`src/rtl/bsg_axil_master_cmd.sv`:
```
// Single-outstanding AXI-Lite initiator: converts a valid/ready command stream into
// AXI-Lite read/write transactions and returns one response per command on valid/yumi.
module bsg_axil_master_cmd #(
  parameter logic [31:0] axil_base_addr_p = 32'h0000_0000,
  parameter int unsigned err_cnt_width_p  = 8
) (
  input  logic                       clk_i,
  input  logic                       reset_n_i,
  output logic [110:0]               m_axil_bus_o,
  input  logic [40:0]                m_axil_bus_i,
  input  logic                       v_i,
  output logic                       ready_o,
  input  logic                       we_i,
  input  logic [31:0]                addr_i,
  input  logic [31:0]                data_i,
  input  logic [3:0]                 wstrb_i,
  output logic                       v_o,
  input  logic                       yumi_i,
  output logic                       we_o,
  output logic [31:0]                data_o,
  output logic [1:0]                 resp_o,
  output logic [err_cnt_width_p-1:0] err_cnt_o
);

  typedef struct packed {
    logic [31:0] awaddr;
    logic [2:0]  awprot;
    logic        awvalid;
    logic [31:0] wdata;
    logic [3:0]  wstrb;
    logic        wvalid;
    logic        bready;
    logic [31:0] araddr;
    logic [2:0]  arprot;
    logic        arvalid;
    logic        rready;
  } axil_mosi_s;

  typedef struct packed {
    logic        awready;
    logic        wready;
    logic [1:0]  bresp;
    logic        bvalid;
    logic        arready;
    logic [31:0] rdata;
    logic [1:0]  rresp;
    logic        rvalid;
  } axil_miso_s;

  typedef enum logic [2:0] {
    IDLE    = 3'd0,
    WR      = 3'd1,
    WR_RESP = 3'd2,
    RD_ADDR = 3'd3,
    RD_DATA = 3'd4,
    RSP     = 3'd5
  } state_e;

  function automatic logic [err_cnt_width_p-1:0] err_next(
    input logic [err_cnt_width_p-1:0] cnt,
    input logic [1:0]                 resp
  );
    if (resp == 2'b00) begin
      err_next = cnt;
    end else if (&cnt) begin
      err_next = cnt;
    end else begin
      err_next = cnt + {{(err_cnt_width_p-1){1'b0}}, 1'b1};
    end
  endfunction

  axil_miso_s miso_s;
  axil_mosi_s mosi_s;

  state_e                     state_q,   state_d;
  logic                       ready_q,   ready_d;
  logic                       awvalid_q, awvalid_d;
  logic                       wvalid_q,  wvalid_d;
  logic                       arvalid_q, arvalid_d;
  logic                       bready_q,  bready_d;
  logic                       rready_q,  rready_d;
  logic [31:0]                addr_q,    addr_d;
  logic [31:0]                wdata_q,   wdata_d;
  logic [3:0]                 wstrb_q,   wstrb_d;
  logic                       v_q,       v_d;
  logic                       we_q,      we_d;
  logic [31:0]                data_q,    data_d;
  logic [1:0]                 resp_q,    resp_d;
  logic [err_cnt_width_p-1:0] err_cnt_q, err_cnt_d;
  logic                       aw_done_s, w_done_s;

  assign miso_s = m_axil_bus_i;

  // Next-state and next-output computation for the transaction FSM.
  always_comb begin
    state_d   = state_q;
    awvalid_d = awvalid_q;
    wvalid_d  = wvalid_q;
    arvalid_d = arvalid_q;
    bready_d  = bready_q;
    rready_d  = rready_q;
    addr_d    = addr_q;
    wdata_d   = wdata_q;
    wstrb_d   = wstrb_q;
    v_d       = v_q;
    we_d      = we_q;
    data_d    = data_q;
    resp_d    = resp_q;
    err_cnt_d = err_cnt_q;
    aw_done_s = 1'b0;
    w_done_s  = 1'b0;

    case (state_q)
      IDLE: begin
        if (v_i && ready_q) begin
          addr_d  = addr_i + axil_base_addr_p;
          wdata_d = data_i;
          wstrb_d = wstrb_i;
          if (we_i) begin
            state_d   = WR;
            awvalid_d = 1'b1;
            wvalid_d  = 1'b1;
          end else begin
            state_d   = RD_ADDR;
            arvalid_d = 1'b1;
          end
        end else begin
          state_d = IDLE;
        end
      end

      // aw and w retire independently; leave only once both have handshaken
      WR: begin
        aw_done_s = ~awvalid_q | miso_s.awready;
        w_done_s  = ~wvalid_q  | miso_s.wready;
        awvalid_d = awvalid_q & ~miso_s.awready;
        wvalid_d  = wvalid_q  & ~miso_s.wready;
        if (aw_done_s && w_done_s) begin
          state_d  = WR_RESP;
          bready_d = 1'b1;
        end else begin
          state_d  = WR;
        end
      end

      WR_RESP: begin
        if (miso_s.bvalid) begin
          state_d   = RSP;
          bready_d  = 1'b0;
          v_d       = 1'b1;
          we_d      = 1'b1;
          data_d    = 32'h0000_0000;
          resp_d    = miso_s.bresp;
          err_cnt_d = err_next(err_cnt_q, miso_s.bresp);
        end else begin
          state_d   = WR_RESP;
        end
      end

      RD_ADDR: begin
        if (miso_s.arready) begin
          state_d   = RD_DATA;
          arvalid_d = 1'b0;
          rready_d  = 1'b1;
        end else begin
          state_d   = RD_ADDR;
        end
      end

      RD_DATA: begin
        if (miso_s.rvalid) begin
          state_d   = RSP;
          rready_d  = 1'b0;
          v_d       = 1'b1;
          we_d      = 1'b0;
          data_d    = miso_s.rdata;
          resp_d    = miso_s.rresp;
          err_cnt_d = err_next(err_cnt_q, miso_s.rresp);
        end else begin
          state_d   = RD_DATA;
        end
      end

      RSP: begin
        if (yumi_i) begin
          state_d = IDLE;
          v_d     = 1'b0;
        end else begin
          state_d = RSP;
        end
      end

      default: begin
        state_d   = IDLE;
        awvalid_d = 1'b0;
        wvalid_d  = 1'b0;
        arvalid_d = 1'b0;
        bready_d  = 1'b0;
        rready_d  = 1'b0;
        v_d       = 1'b0;
      end
    endcase

    ready_d = (state_d == IDLE);
  end

  // State and output registers; reset drops every valid immediately.
  always_ff @(posedge clk_i or negedge reset_n_i) begin
    if (!reset_n_i) begin
      state_q   <= IDLE;
      ready_q   <= 1'b0;
      awvalid_q <= 1'b0;
      wvalid_q  <= 1'b0;
      arvalid_q <= 1'b0;
      bready_q  <= 1'b0;
      rready_q  <= 1'b0;
      addr_q    <= 32'h0000_0000;
      wdata_q   <= 32'h0000_0000;
      wstrb_q   <= 4'h0;
      v_q       <= 1'b0;
      we_q      <= 1'b0;
      data_q    <= 32'h0000_0000;
      resp_q    <= 2'b00;
      err_cnt_q <= '0;
    end else begin
      state_q   <= state_d;
      ready_q   <= ready_d;
      awvalid_q <= awvalid_d;
      wvalid_q  <= wvalid_d;
      arvalid_q <= arvalid_d;
      bready_q  <= bready_d;
      rready_q  <= rready_d;
      addr_q    <= addr_d;
      wdata_q   <= wdata_d;
      wstrb_q   <= wstrb_d;
      v_q       <= v_d;
      we_q      <= we_d;
      data_q    <= data_d;
      resp_q    <= resp_d;
      err_cnt_q <= err_cnt_d;
    end
  end

  assign mosi_s.awaddr  = addr_q;
  assign mosi_s.awprot  = 3'b000;
  assign mosi_s.awvalid = awvalid_q;
  assign mosi_s.wdata   = wdata_q;
  assign mosi_s.wstrb   = wstrb_q;
  assign mosi_s.wvalid  = wvalid_q;
  assign mosi_s.bready  = bready_q;
  assign mosi_s.araddr  = addr_q;
  assign mosi_s.arprot  = 3'b000;
  assign mosi_s.arvalid = arvalid_q;
  assign mosi_s.rready  = rready_q;

  assign m_axil_bus_o = mosi_s;
  assign ready_o      = ready_q;
  assign v_o          = v_q;
  assign we_o         = we_q;
  assign data_o       = data_q;
  assign resp_o       = resp_q;
  assign err_cnt_o    = err_cnt_q;

endmodule

```
`config.mk`:
```
export PLATFORM = sky130hd
export DESIGN_NAME = bsg_axil_master_cmd
export DESIGN_NICKNAME = d
export VERILOG_FILES = /design/src/rtl/bsg_axil_master_cmd.sv
export SDC_FILE = /design/constraint.sdc
export NUM_CORES = 1
export LEC_CHECK = 0
export ABC_CLOCK_PERIOD_IN_PS = 1600
export CAP_MARGIN = 0
export CORE_UTILIZATION = 37
export CTS_BUF_LIST = sky130_fd_sc_hd__clkbuf_8
export DETAILED_ROUTE_END_ITERATION = 7
export PLACE_DENSITY_LB_ADDON = 0.3
export SLEW_MARGIN = 10
export SYNTH_ARGS = -nofsm -noshare
export SYNTH_HDL_FRONTEND = slang
export SYNTH_SLANG_ARGS = --single-unit
```
`constraint.sdc`:
```
create_clock -name clk_i -period 1.6 [get_ports clk_i]
set_input_delay 0.16 -clock clk_i [delete_from_list [all_inputs] [get_ports clk_i]]
set_output_delay 0.16 -clock clk_i [all_outputs]
set_load 0.005 [all_outputs]
```
==> results of run 1 <==
[metal layers]
layer,share of wire [%],GRT usage (%),wire length (um)
met5,0,0,0
met4,2.3,8.54,371
met3,7.3,6.51,1150
met2,51,34.4,8050
met1,39,23.0,6210
[cell usage in the layout (no fill, tap or decap), types with 3 or more instances in the layout]
| cell type | instances |
|---|---|
| a21oi_1 | 4 |
| buf_12 | 5 |
| buf_4 | 33 |
| buf_6 | 3 |
| buf_8 | 3 |
| bufinv_16 | 3 |
| clkbuf_16 | 4 |
| clkbuf_8 | 21 |
| clkdlybuf4s50_1 | 258 |
| clkinv_2 | 4 |
| conb_1 | 6 |
| dfrtp_1 | 120 |
| dlygate4sd2_1 | 4 |
| ha_1 | 4 |
| inv_1 | 6 |
| mux2_1 | 19 |
| mux2_2 | 50 |
| nand2_1 | 71 |
| nand2b_1 | 5 |
| nand3_1 | 8 |
| nor2_1 | 6 |
| nor2b_1 | 4 |
| nor3_1 | 3 |
| nor3b_1 | 3 |
| nor4_2 | 3 |
| o21ai_0 | 35 |
| xor2_1 | 6 |
[through the flow]
stage	setup TNS, ns	total power, uW	setup WS, ns	util (%)
after floorplan	-7.37	8970	-0.175	-
after global routing	-12.00	18100	-0.176	63.1
after detailed placement	-5.03	13600	-0.186	57.9
after global placement	-1.88	13400	-0.113	57.9
after CTS	-3.10	16600	-0.0672	61.2
final	-3.60	17000	-0.0845	63.1
[worst max-delay path by stage]
stage	endpoint	depth (start not counted)
2_1_floorplan	addr_q[13]	7
3_3_place_gp	err_cnt_o[5]	5
3_5_place_dp	err_cnt_o[1]	5
4_1_cts	wdata_q[19]	4
5_1_grt	addr_q[18]	5
6_report	err_cnt_o[1]	5
[worst max-delay path, stage by stage (launching register included)]
cell and delay (ns):
dfrtp_1 0.40, buf_6 0.15, nor3b_4 0.16, a22oi_2 0.46, nor2_2 0.09, mux2_4 0.31
[cells by family (layout without fill, tap and decap cells)]
family / after synthesis / count (layout) / synth area share [%]
AO/OA/AOI/OAI: 61 / 61 / 7.28
XOR/XNOR: 7 / 7 / 1.14
adder cells (fa/ha/maj): 4 / 4 / 0.934
buffers and inverters: 71 / 347 / 8.75
flip-flops: 121 / 121 / 56.5
multiplexers: 72 / 72 / 15.1
other: 1 / 6 / 0.0699
AND/OR/NAND/NOR: 117 / 117 / 10.2
[power groups by stage]
stage	combinational, uW	clock, uW	sequential [uW]
2_1_floorplan	3410	0	5570
3_3_place_gp	7900	0	5480
3_5_place_dp	8040	0	5600
4_1_cts	8140	2930	5540
5_1_grt	9290	3070	5710
6_report	8590	2860	5510
[sequential cells by signal, summed over array words and instances, names as in the netlist]
register,count
err_cnt_o,8
rready_q,1
arvalid_q,1
ready_o,1
data_o,32
state_q,3
addr_q,32
wstrb_q,4
bready_q,1
v_o,1
wdata_q,32
wvalid_q,1
awvalid_q,1
we_o,1
resp_o,2
[timing repair]
item / in CTS / in global routing
buffers inserted: 2 / 7
cloned: 0 / 6
hold buffers: 1 / 0
pin swaps: 3 / 6
endpoints found under the setup margin: 107 / 115
hold endpoints to repair: 121 / 0
gates resized for setup: 12 / 16
[layout make-up]
class                   count  area, um^2
clock inverters            10         125
well taps                 180         225
flip-flops and latches    121        3030
inverters                   4        15.0
clock buffers              21         289
multi-input cells         267        1960
fillers                  1132        5160
repair buffers            312        3180
==> results.yml, run 1 <==
run_status:
  outcome: "complete, but fails checks"
  violations: "negative setup slack"
drt:
  via_count: 4428
  routed_wl_mm: 15.8
  ant_nets: 0
  drc: 0
  detail_route.wl_per_cell_um: 17.3
  dr.pass1.iters: 4
  drtIter0Drc: 157
  viasPerCell: 4.84
global_routing:
  grt_pass1_wl_mm: 22.6
  grt_pass1_vias: 4356
  grt_start_max_net_pins: 69
  grt_usage_pct: 20.1
  grt_overflow: 0
  grt_antenna_before_repair: 0
clocking:
  clkLatencyLatePin_ns: 0.43
  clkSinkCount: 121
  cts_tree: "done"
  cts.path.max_buffers: 2
  cts_max_level: 4
  cts_inserted_buffers: 17
  path_clk_slew_ns: 0.07
  clockRootBuffer: "clkbuf_8"
synthesis:
  yosysTopAreaCellShare_pct: 56.5
  syn_area_per_cell_um2: 11.8
  syn_inst: 454
  ys_top_cells_by_area: "dfrtp_1, mux2_2, buf_4, nand2_1, mux2_1"
  synth_edf_count: 0
  ys.flop_type: "dfrtp_1"
  yosysMostFrequentCell: "dfrtp_1"
  yosys-top-cells-count: "dfrtp_1, nand2_1, mux2_2"
  yosys_warnings: 0
  synth_area_leader_cell: "dfrtp_1"
  ys_seq_area_share_pct: 56.5
  synth_area_mm2: 0.00536
  yosys.cell_types.count: 46
  postSynth.asyncResetShare_pct: 100
  synth-seq-cells: 121
power_and_ir_drop:
  power.switching_uw: 5210
  p_per_area_mw_per_mm2: 1920
  irDropWorstVdd_mv: 0.699
  internal-power_uw: 11800
  leakagePower_uw: 0.00373
  seqPwrFrac_pct: 32.5
  power_frac_clock_pct: 16.8
  swShare_pct: 30.7
  p_comb_share_pct: 50.7
critical_path:
  cp_max_fo: 11
  r2r_slack_ns: -0.08
  r2r-end: "err_cnt_o[1]"
  r2r_cells: 5
  crit_path_end_kind: "flop"
  crit_required_ns: 1.92
  crit_path_start_kind: "flop"
  path_class: "reg2reg"
  reg2reg_from: "state_q[2]"
  crit_start: "state_q[2]"
  arrival_ns: 2.00
placed_design:
  portBuffers: 263
  dp_hpwl_mm: 11.3
  placed_cells: 868
  place.gp.congestion: 0.849
  placed_cell_area_mm2: 0.00810
layout:
  area_delta_synth_final_pct: 64.6
  final_cells: 915
  final_layout_size_suffix_gt1_share_pct: 19.9
  design_area_mm2: 0.00882
  n_antenna_cell: 0
  nNetsFinal: 841
timing:
  fin_ws_ns: -0.0845
  finalCriticalPeriod_ns: 1.68
  drv_slew: 0
  timing.fmax_mhz: 594
  rsz0062_at_grt: "true"
  finalClockSkew_ns: 0.00894
  finalHoldViolCount: 0
  fin_crit_sh_pct: 105
  hold_ws_ns: 0.146
  worst_pin_slew_ns: 0.508
  slew_headroom_pct: 66.1
  setup_viol: 79
floorplan:
  die_h_um: 122
  coreArea_mm2: 0.0140
  rows: 43
  initial_core_util_pct: 38.3
  die-area_mm2: 0.0150
  io_pins: 270
  die_w_um: 122
min_path:
  holdCritPathClass: "in2async"
run:
  max-cap-violations: 0
No activity file was read; power rests on OpenSTA's default activity.
==> run 2, diff against run 1 <==
- CAP_MARGIN: 0 -> 5
- CORE_UTILIZATION: 37 -> 36
- CTS_BUF_LIST: sky130_fd_sc_hd__clkbuf_8 -> not set
==> run 2 against run 1 <==
Net effect:
- critical path type unchanged
- non-clock buffer count fell by 13
- the flow still finishes with violations (negative setup slack)
- cell count down 1.1%
- critical path depth did not move
- clock power is 19% higher
- die area rose by 2.7%
- highest routed layer unchanged
- combinational power fell by 3.3%
- largest cell class unchanged
- largest power group unchanged
- design area fell by 0.37%
==> results.yml, run 2 (synthesis results as in run 1) <==
clocking:
  cts_max_level: 4
  clockRootBuffer: "clkbuf_16"
  cts_inserted_buffers: 17
  cts.path.max_buffers: 2
  cts_tree: "done"
  clkLatencyLatePin_ns: 0.41
  path_clk_slew_ns: 0.05
  clkSinkCount: 121
placed_design:
  place.gp.congestion: 0.896
  placed_cell_area_mm2: 0.00807
  dp_hpwl_mm: 11.1
  portBuffers: 263
timing:
  timing.fmax_mhz: 594
  slew_headroom_pct: 54.9
  fin_ws_ns: -0.0838
  finalClockSkew_ns: 0.00701
  worst_pin_slew_ns: 0.677
  drv_slew: 0
  rsz0062_at_grt: "true"
  hold_ws_ns: 0.305
  setup_viol: 77
  finalCriticalPeriod_ns: 1.68
  finalHoldViolCount: 0
  fin_crit_sh_pct: 105
layout:
  n_antenna_cell: 0
  design_area_mm2: 0.00879
  area_delta_synth_final_pct: 64.0
  final_common_cell: "clkdlybuf4s50_1"
  final_cell_mix: "clkdlybuf4s50_1, dfrtp_1, nand2_1"
  nNetsFinal: 828
  final_layout_size_suffix_gt1_share_pct: 17.9
run_status:
  outcome: "complete, but fails checks"
  violations: "negative setup slack"
power_and_ir_drop:
  leakagePower_uw: 0.00369
  total_power_uw: 17200
  p_per_area_mw_per_mm2: 1960
  irDropWorstVdd_mv: 0.753
global_routing:
  grt_antenna_before_repair: 0
  top_usage_layer: "met2"
  grt_start_max_net_pins: 122
  grt_usage_pct: 19.5
  grt_overflow: 0
  use_met3_pct: 6.96
  grt_pass1_wl_mm: 22.2
  grt_pass1_vias: 4213
  use_met2_pct: 33.8
  grt_use_met1_pct: 21.7
min_path:
  holdCritPathClass: "in2reg"
drt:
  viasPerCell: 4.79
  via_count: 4339
  drc: 0
  ant_nets: 0
  routed_wl_mm: 15.6
  dr.pass1.iters: 4
  detail_route.wl_per_cell_um: 17.2
  drtIter0Drc: 195
floorplan:
  io_pins: 270
  die-area_mm2: 0.0154
  die_w_um: 124
  die_h_um: 124
  coreArea_mm2: 0.0145
  rows: 44
  initial_core_util_pct: 36.9
critical_path:
  crit_path_start_kind: "flop"
  crit_path_end_kind: "flop"
  arrival_ns: 1.98
  path_class: "reg2reg"
  cp_max_fo: 12
  crit_required_ns: 1.89
run:
  max-cap-violations: 0
## run 2: changes by cell type in the layout (fill, tap and decap cells not counted), sizes merged, moves of 2 or more
cell,change
buf,-11
dlygate4sd2,-4
clkbuf,+3
clkdlybuf4s50,+3
bufinv,-2
inv,-2
## run 2: final cells by class
class                      instances  area (um^2)
inverter                           4         15.0
tap                              184          230
clock buffer                      26          469
fill                            1175         5740
timing repair buffer             299         3040
multi-input combinational        267         1960
clock inverter                     4         45.0
sequential                       121         3030
## run 2: final timing paths
| check | startpoint | to | slack [ns] | cells past startpoint |
|---|---|---|---|---|
| worst max-delay path | state_q[2] | err_cnt_o[1] | -0.08 | 5 |
| worst min-delay path | m_axil_bus_i[25] | data_o[22] | 0.31 | 3 |
| worst max register to register | state_q[2] | err_cnt_o[1] | -0.08 | 5 |
| worst min register to register | data_o[24] | data_o[24] | 0.48 | 2 |
| max in group asynchronous | reset_n_i | addr_q[11] | 0.71 | 3 |
| min in group asynchronous | reset_n_i | bready_q | 0.35 | 3 |
## run 2: per-stage QoR
step	worst slack (ns)	std cells	TNS (ns)	util [%]
2_1_floorplan	-0.175	459	-7.37	-
3_3_place_gp	-0.118	868	-4.01	55.5
3_5_place_dp	-0.257	868	-10.01	55.5
4_1_cts	-0.0479	901	-1.19	59.6
5_1_grt	-0.145	905	-10.78	60.5
6_report	-0.0838	905	-2.32	60.5
## run 2: routing by layer
metal,up-vias,routed length (um)
met3,24,1300
met4,0,285
met2,185,7970
li1,2019,-
met5,-,0
met1,2111,6040
## run 2: worst max-delay path, stage by stage, from the launching register on
cell and delay, ns:
dfrtp_1 0.40, buf_4 0.18, nor3b_4 0.17, a22oi_2 0.42
nor2_2 0.09, mux2_4 0.31
## run 2: power by group
part	internal, uW	switching, uW	leakage [uW]
clock	2150	1250	0.000252
combinational	5350	2960	0.00193
sequential	4570	972	0.00151
## run 2: repair_timing
| item | 4_1_cts | 5_1_grt |
|---|---|---|
| setup endpoints to repair | 112 | 117 |
| endpoints found under the hold margin | 121 | 0 |
| pin swaps | 3 | 2 |
| gates cloned | 0 | 3 |
| buffers inserted | 2 | 1 |
| gates resized for setup | 11 | 12 |
| hold buffers | 1 | 0 |
